<file path="src/rtl/io_pkg.sv">
// Shared definitions for the memory-mapped IO buffer: region bases,
// region enumeration and the byte-lane merge helper.
package io_pkg;

    localparam logic [19:0] BASE_LEDR  = 20'h10000;
    localparam logic [19:0] BASE_LEDG  = 20'h10001;
    localparam logic [19:0] BASE_HEXLO = 20'h10002;
    localparam logic [19:0] BASE_HEXHI = 20'h10003;
    localparam logic [19:0] BASE_LCD   = 20'h10004;
    localparam logic [19:0] BASE_SW    = 20'h10010;

    // Seven-segment lanes only carry bits [6:0]; bit 7 of every lane is dropped.
    localparam logic [31:0] HEX_LANE_MASK = 32'h7F7F7F7F;

    typedef enum logic [2:0] {
        REG_LEDR,
        REG_LEDG,
        REG_HEXLO,
        REG_HEXHI,
        REG_LCD,
        REG_SW,
        REG_NONE
    } region_e;

    // Only the upper 20 address bits select a region; each region is one word.
    function automatic region_e decode_region(input logic [31:0] addr);
        region_e r;
        case (addr[31:12])
            BASE_LEDR:  r = REG_LEDR;
            BASE_LEDG:  r = REG_LEDG;
            BASE_HEXLO: r = REG_HEXLO;
            BASE_HEXHI: r = REG_HEXHI;
            BASE_LCD:   r = REG_LCD;
            BASE_SW:    r = REG_SW;
            default:    r = REG_NONE;
        endcase
        return r;
    endfunction

    // Replace only the byte lanes whose enable bit is set.
    function automatic logic [31:0] apply_bmask(input logic [31:0] old_word,
                                                input logic [31:0] new_word,
                                                input logic [3:0]  bmask);
        logic [31:0] res;
        res = old_word;
        for (int i = 0; i < 4; i++) begin
            if (bmask[i]) res[8*i +: 8] = new_word[8*i +: 8];
        end
        return res;
    endfunction

endpackage

</file>
<file path="src/rtl/io_buffer_sw_sync.sv">
// N-flop synchronizer bringing the asynchronous board switches into i_clk.
module sw_sync #(
    parameter int STAGES = 2,
    parameter int WIDTH  = 32
) (
    input  logic             i_clk,
    input  logic             i_reset,
    input  logic [WIDTH-1:0] i_async,
    output logic [WIDTH-1:0] o_sync
);

    logic [WIDTH-1:0] sync_q [STAGES];

    // Shift the switch value through the flop chain; reset clears every stage.
    always_ff @(posedge i_clk or negedge i_reset) begin
        if (!i_reset) begin
            for (int i = 0; i < STAGES; i++) sync_q[i] <= '0;
        end else begin
            sync_q[0] <= i_async;
            for (int i = 1; i < STAGES; i++) sync_q[i] <= sync_q[i-1];
        end
    end

    assign o_sync = sync_q[STAGES-1];

endmodule

</file>
<file path="src/rtl/io_buffer.sv">
// Memory-mapped IO buffer: LSU load/store port onto LED, seven-segment,
// LCD and switch registers. Loads respond one cycle after the request.
module io_buffer
    import io_pkg::*;
#(
    parameter int SW_SYNC_STAGES = 2
) (
    input  logic        i_clk,
    input  logic        i_reset,
    input  logic [31:0] i_addr,
    input  logic [31:0] i_wdata,
    input  logic [3:0]  i_bmask,
    input  logic        i_wren,
    input  logic        i_rden,
    output logic [31:0] o_rdata,
    output logic        o_rvalid,
    output logic        o_err,
    input  logic [31:0] i_io_sw,
    output logic [31:0] o_io_ledr,
    output logic [31:0] o_io_ledg,
    output logic [31:0] o_io_lcd,
    output logic [6:0]  o_io_hex0,
    output logic [6:0]  o_io_hex1,
    output logic [6:0]  o_io_hex2,
    output logic [6:0]  o_io_hex3,
    output logic [6:0]  o_io_hex4,
    output logic [6:0]  o_io_hex5,
    output logic [6:0]  o_io_hex6,
    output logic [6:0]  o_io_hex7
);

    logic [31:0] ledr_q,  ledr_d;
    logic [31:0] ledg_q,  ledg_d;
    logic [31:0] hexlo_q, hexlo_d;
    logic [31:0] hexhi_q, hexhi_d;
    logic [31:0] lcd_q,   lcd_d;
    logic [31:0] rdata_q, rdata_d;
    logic        rvalid_q, rvalid_d;
    logic        err_q,   err_d;
    logic [31:0] sw_sync_w;
    logic [31:0] rd_word;
    region_e     region;

    // Offset bits inside a region carry no meaning.
    logic unused_addr;
    assign unused_addr = ^i_addr[11:0];

    sw_sync #(
        .STAGES (SW_SYNC_STAGES),
        .WIDTH  (32)
    ) u_sw_sync (
        .i_clk   (i_clk),
        .i_reset (i_reset),
        .i_async (i_io_sw),
        .o_sync  (sw_sync_w)
    );

    assign region = decode_region(i_addr);

    // Next-state for IO registers, load mux and error flag. Reads use the
    // current register values, so a same-cycle write returns the old word.
    always_comb begin
        ledr_d  = ledr_q;
        ledg_d  = ledg_q;
        hexlo_d = hexlo_q;
        hexhi_d = hexhi_q;
        lcd_d   = lcd_q;
        if (i_wren) begin
            case (region)
                REG_LEDR:  ledr_d  = apply_bmask(ledr_q,  i_wdata, i_bmask);
                REG_LEDG:  ledg_d  = apply_bmask(ledg_q,  i_wdata, i_bmask);
                REG_HEXLO: hexlo_d = apply_bmask(hexlo_q, i_wdata & HEX_LANE_MASK, i_bmask);
                REG_HEXHI: hexhi_d = apply_bmask(hexhi_q, i_wdata & HEX_LANE_MASK, i_bmask);
                REG_LCD:   lcd_d   = apply_bmask(lcd_q,   i_wdata, i_bmask);
                default:   ;
            endcase
        end

        rd_word = '0;
        case (region)
            REG_LEDR:  rd_word = ledr_q;
            REG_LEDG:  rd_word = ledg_q;
            REG_HEXLO: rd_word = hexlo_q;
            REG_HEXHI: rd_word = hexhi_q;
            REG_LCD:   rd_word = lcd_q;
            REG_SW:    rd_word = sw_sync_w;
            default:   rd_word = '0;
        endcase

        rvalid_d = i_rden;
        rdata_d  = i_rden ? rd_word : '0;
        err_d    = (i_rden && (region == REG_NONE)) ||
                   (i_wren && ((region == REG_NONE) || (region == REG_SW)));
    end

    // IO registers and the registered load response.
    always_ff @(posedge i_clk or negedge i_reset) begin
        if (!i_reset) begin
            ledr_q   <= '0;
            ledg_q   <= '0;
            hexlo_q  <= '0;
            hexhi_q  <= '0;
            lcd_q    <= '0;
            rdata_q  <= '0;
            rvalid_q <= 1'b0;
            err_q    <= 1'b0;
        end else begin
            ledr_q   <= ledr_d;
            ledg_q   <= ledg_d;
            hexlo_q  <= hexlo_d;
            hexhi_q  <= hexhi_d;
            lcd_q    <= lcd_d;
            rdata_q  <= rdata_d;
            rvalid_q <= rvalid_d;
            err_q    <= err_d;
        end
    end

    assign o_rdata   = rdata_q;
    assign o_rvalid  = rvalid_q;
    assign o_err     = err_q;
    assign o_io_ledr = ledr_q;
    assign o_io_ledg = ledg_q;
    assign o_io_lcd  = lcd_q;
    assign o_io_hex0 = hexlo_q[6:0];
    assign o_io_hex1 = hexlo_q[14:8];
    assign o_io_hex2 = hexlo_q[22:16];
    assign o_io_hex3 = hexlo_q[30:24];
    assign o_io_hex4 = hexhi_q[6:0];
    assign o_io_hex5 = hexhi_q[14:8];
    assign o_io_hex6 = hexhi_q[22:16];
    assign o_io_hex7 = hexhi_q[30:24];

endmodule

</file>
<file path="config.mk">
export PLATFORM = sky130hd
export DESIGN_NAME = io_buffer
export DESIGN_NICKNAME = d
export VERILOG_FILES = /design/src/rtl/io_pkg.sv /design/src/rtl/io_buffer_sw_sync.sv /design/src/rtl/io_buffer.sv
export SDC_FILE = /design/constraint.sdc
export NUM_CORES = 1
export LEC_CHECK = 0
export BUFFER_PORTS_ARGS = -buffer_cell sky130_fd_sc_hd__buf_2
export CAP_MARGIN = 20
export CORE_MARGIN = 2
export CORE_UTILIZATION = 32
export DETAILED_ROUTE_END_ITERATION = 12
export GPL_ROUTABILITY_DRIVEN = 0
export HOLD_SLACK_MARGIN = 0.03
export PLACE_DENSITY_LB_ADDON = 0.12
export SLEW_MARGIN = 20
export SYNTH_ARGS = -nofsm -noshare
export SYNTH_HDL_FRONTEND = slang
export SYNTH_SLANG_ARGS = --single-unit
</file>
<file path="constraint.sdc">
create_clock -name i_clk -period 1.3 [get_ports i_clk]
set_input_delay 0.195 -clock i_clk [delete_from_list [all_inputs] [get_ports i_clk]]
set_output_delay 0.195 -clock i_clk [all_outputs]
set_load 0.05 [all_outputs]
</file>
==> metrics.md <==
| Metric | Value |
|---|---|
| Vias post-DR | 8532 |
| Count of buffers from port buffering | 277 |
| DIE AREA | 33600 um2 |
| Clock power share | 49.4% |
| Routed Antenna Nets | 0 |
| Core ar. | 31600 um2 |
| Detailed Route Iter0 Violations | 341 |
| Syn Inst Count | 747 |
| Vias in the first global route | 9107 |
| Post-Syn Area | 10300 um2 |
| Post-synth net total | 852 |
| Final Cycle Share | 177% |
| Crit. End Element | flip-flop |
| Avg Cell Area, Syn | 13.8 um2 |
| Synth Warn # | 0 |
| Residual DRC | 0 |
| Final Max Tran Viols | 0 |
| TritonCTS clock tree | built |
| Share of layout cells above drive strength 1 | 58.8% |
| Outcome | finished, violations left |
| Peak VDD IR | 0.000916 V |
| Synth cell count leaders | dfrtp_1, mux2_2, mux2_1 |
| Max Clk Rate | 0.435 GHz |
| Worst Path Arrival | 2.74 ns |
| Gr ovfl total | 0 |
| M3 GR Usage | 5.04% |
| Post-synth top area cell | dfrtp_1 |
| Failing checks | negative setup slack |
| Sequential area share after synthesis | 60.7% |
| FP Rows | 65 |
| Top cell type's share of synthesized area | 60.7% |
| Clock slew at reported path FFs | 0.06 ns |
| Fin cells | 1753 |
| Seq pwr share | 45.3% |
| Largest net degree at the start of global routing | 41 |
| CP max stage delay | 0.48 ns |
| Critical path fanouts, max | 14 |
| Hold Crit Class | in -> reg |
| IO Pins | 290 |
| DP Area | 13200 um2 |
| Startpoint Class | primary input |
| Final instance area | 17800 um2 |
| Netlist cell types | 39 |
| Met1 Track Usage GR | 29.3% |
| Top-count cell post-synth | dfrtp_1 |
| Hold_ws | 0.123 ns |
| Final hold vios | 0 |
| Slack of the critical path | -1.00 ns |
| Hpwl dp | 23900 um |
| Final WL | 37000 um |
| Vias per cell | 4.87 |
| Clk_skew | 0.0114 ns |
| DRT Pass-1 Iters | 4 |
| Pwr dens | 981 nW/um2 |
| Met2 GRT Util | 36.0% |
| Tot GR Track Use | 21.9% |
| Synth area leaders | dfrtp_1, mux2_2, mux2_1, mux2i_1, o22a_1 |
| RSZ-0062 raised after global routing | true |
| Num CTS Buffers | 29 |
| Worst Tran Pin Value | 0.452 ns |
| Critical path required time | 1.74 ns |
| P_int | 13.6 mW |
| Number of synthesized flops with an enable pin | 0 |
| Global-route wire length before repair | 55800 um |
| Critical Path Slowest Stage Cell | or4_4 |
| WS Path Type | in -> reg |
| Setup violations, final | 248 |
| Fin crit period | 2.30 ns |
| Placed Cells | 1471 |
| Layout Area Growth over Synthesis | 73.0% |
| Crit-path cells | buf_6 > nor4_4 > nand4_1 > or3_4 > ha_4 > buf_4 > nand2b_4 > or4_4 > buf_16 > o22a_1 > a211oi_1 |
| Most used routing layer | met2 |
| Net Sw Power | 3.84 mW |
| Synthesized flop and latch total | 250 |
| CTS max path bufs | 3 |
| Initial antenna violation count | 5 |
| Leak | 8.60 nW |
| Routed len/inst | 21.1 um |
| Sw Ratio | 21.9% |
| Die Span Y | 183 um |
| Worst-skew pair later-pin latency | 0.54 ns |
| Total negative slack | -135.24 ns |
| Final net count | 1431 |
| Max_cap viols | 0 |
| Main flop type after synthesis | dfrtp_1 |
| Slew HR | 69.9% |
| H-tree depth | 1 |
| CTS root buf | clkbuf_16 |
| FFs w/ async S/R, synth | 100% |
| Clk sinks | 250 |
| Die X | 183 um |
| Starting Density | 32.6% |
| Combinational share of power | 5.3% |
==> metal layers <==
| layer | share of wire (%) | vias to the layer above |
|---|---|---|
| met5 | 0 | - |
| met4 | 2.3 | 0 |
| met3 | 5.7 | 51 |
| met2 | 48 | 256 |
| met1 | 44 | 4300 |
| li1 | - | 3925 |
==> state kept, by name, indices dropped and copies added, names as in the netlist <==
register	flops
o_io_lcd	32
o_io_ledg	32
o_io_ledr	32
o_rdata	32
u_sw_sync.o_sync	32
u_sw_sync.sync_q	32
hexhi_q	28
hexlo_q	28
o_err	1
o_rvalid	1
==> power groups by stage <==
| stage | registers, mW | clock network [mW] | logic (mW) |
|---|---|---|---|
| 2_1_floorplan | 8.06 | 0 | 0.145 |
| 3_3_place_gp | 8.06 | 0 | 0.731 |
| 3_5_place_dp | 8.06 | 0 | 0.733 |
| 4_1_cts | 7.92 | 8.85 | 0.933 |
| 5_1_grt | 7.92 | 9.20 | 1.01 |
| 6_report | 7.92 | 8.63 | 0.931 |
==> timing repair <==
action	CTS	global route
hold buffers	66	0
endpoints found under the hold margin	435	0
pin swaps	27	5
endpoints found under the setup margin	371	364
setup buffers	136	25
gates cloned	2	0
resized for setup	475	24
==> layout make-up <==
| class | count | area (um2) |
|---|---|---|
| Antenna cell | 5 | 12.5 |
| Sequential cell | 250 | 6260 |
| Inverter | 30 | 113 |
| Timing Repair Buffer | 598 | 5580 |
| Fill cell | 2616 | 13800 |
| Clock inverter | 13 | 201 |
| Tap cell | 402 | 503 |
| Multi-Input combinational cell | 417 | 4340 |
| Clock buffer | 38 | 810 |
==> through the flow <==
stage,power [mW],setup WS (ns),util (%)
2_1_floorplan,8.21,-1.60,-
4_1_cts,17.7,-0.882,55.4
3_3_place_gp,8.79,-1.51,41.6
3_5_place_dp,8.79,-1.61,41.6
5_1_grt,18.1,-1.03,56.3
6_report,17.5,-1.00,56.3
==> logic make-up (layout without fill, tap and decap cells) <==
kind of cell | Yosys count | count (layout) | share of synthesized area, %
DFF | 250 | 250 | 60.7
AOI/OAI and AO/OA | 153 | 153 | 10.9
muxes | 180 | 180 | 19.3
xor gates and xnor gates | 1 | 1 | 0.0851
adders and majority gates | 1 | 1 | 0.121
and+or+nand+nor | 82 | 82 | 5.59
buffers and inverters | 80 | 679 | 3.18
other | 0 | 5 | 0
==> layout by cell type, fill, tap and decap left out, types with 23 or more instances in the layout <==
cell	count
buf_4	207
mux2i_1	28
a22oi_1	25
buf_2	84
inv_1	29
mux2_2	85
dlygate4sd3_1	66
o21ai_0	29
mux2_4	67
buf_6	214
a21boi_0	28
dfrtp_1	249
buf_12	23
o22a_1	28
nor3_1	30
clkbuf_16	29
==> path summary, 6_finish.rpt <==
check                                          start                    to  slack [ns]  cells past startpoint
worst max register to register           o_io_lcd[6]            o_rdata[6]        0.04                      6
worst min-delay path                      i_addr[16]                 o_err        0.12                      4
min in group asynchronous                    i_reset   u_sw_sync.o_sync[5]        0.17                      2
worst min register to register  u_sw_sync.sync_q[62]  u_sw_sync.o_sync[30]        0.35                      0
max in group asynchronous                    i_reset         o_io_ledg[24]        0.54                      3
worst max-delay path                      i_addr[22]            o_rdata[3]       -1.00                     11
==> critical path, delay by kind of cell <==
kind / cells / cell delay, ns
AO/OA/AOI/OAI: 2 / 0.45
buffers and inverters: 3 / 0.41
AND/OR/NAND/NOR: 5 / 1.49
adder cells (fa/ha/maj): 1 / 0.17
Note: power is estimated with default switching activity, not from simulation.
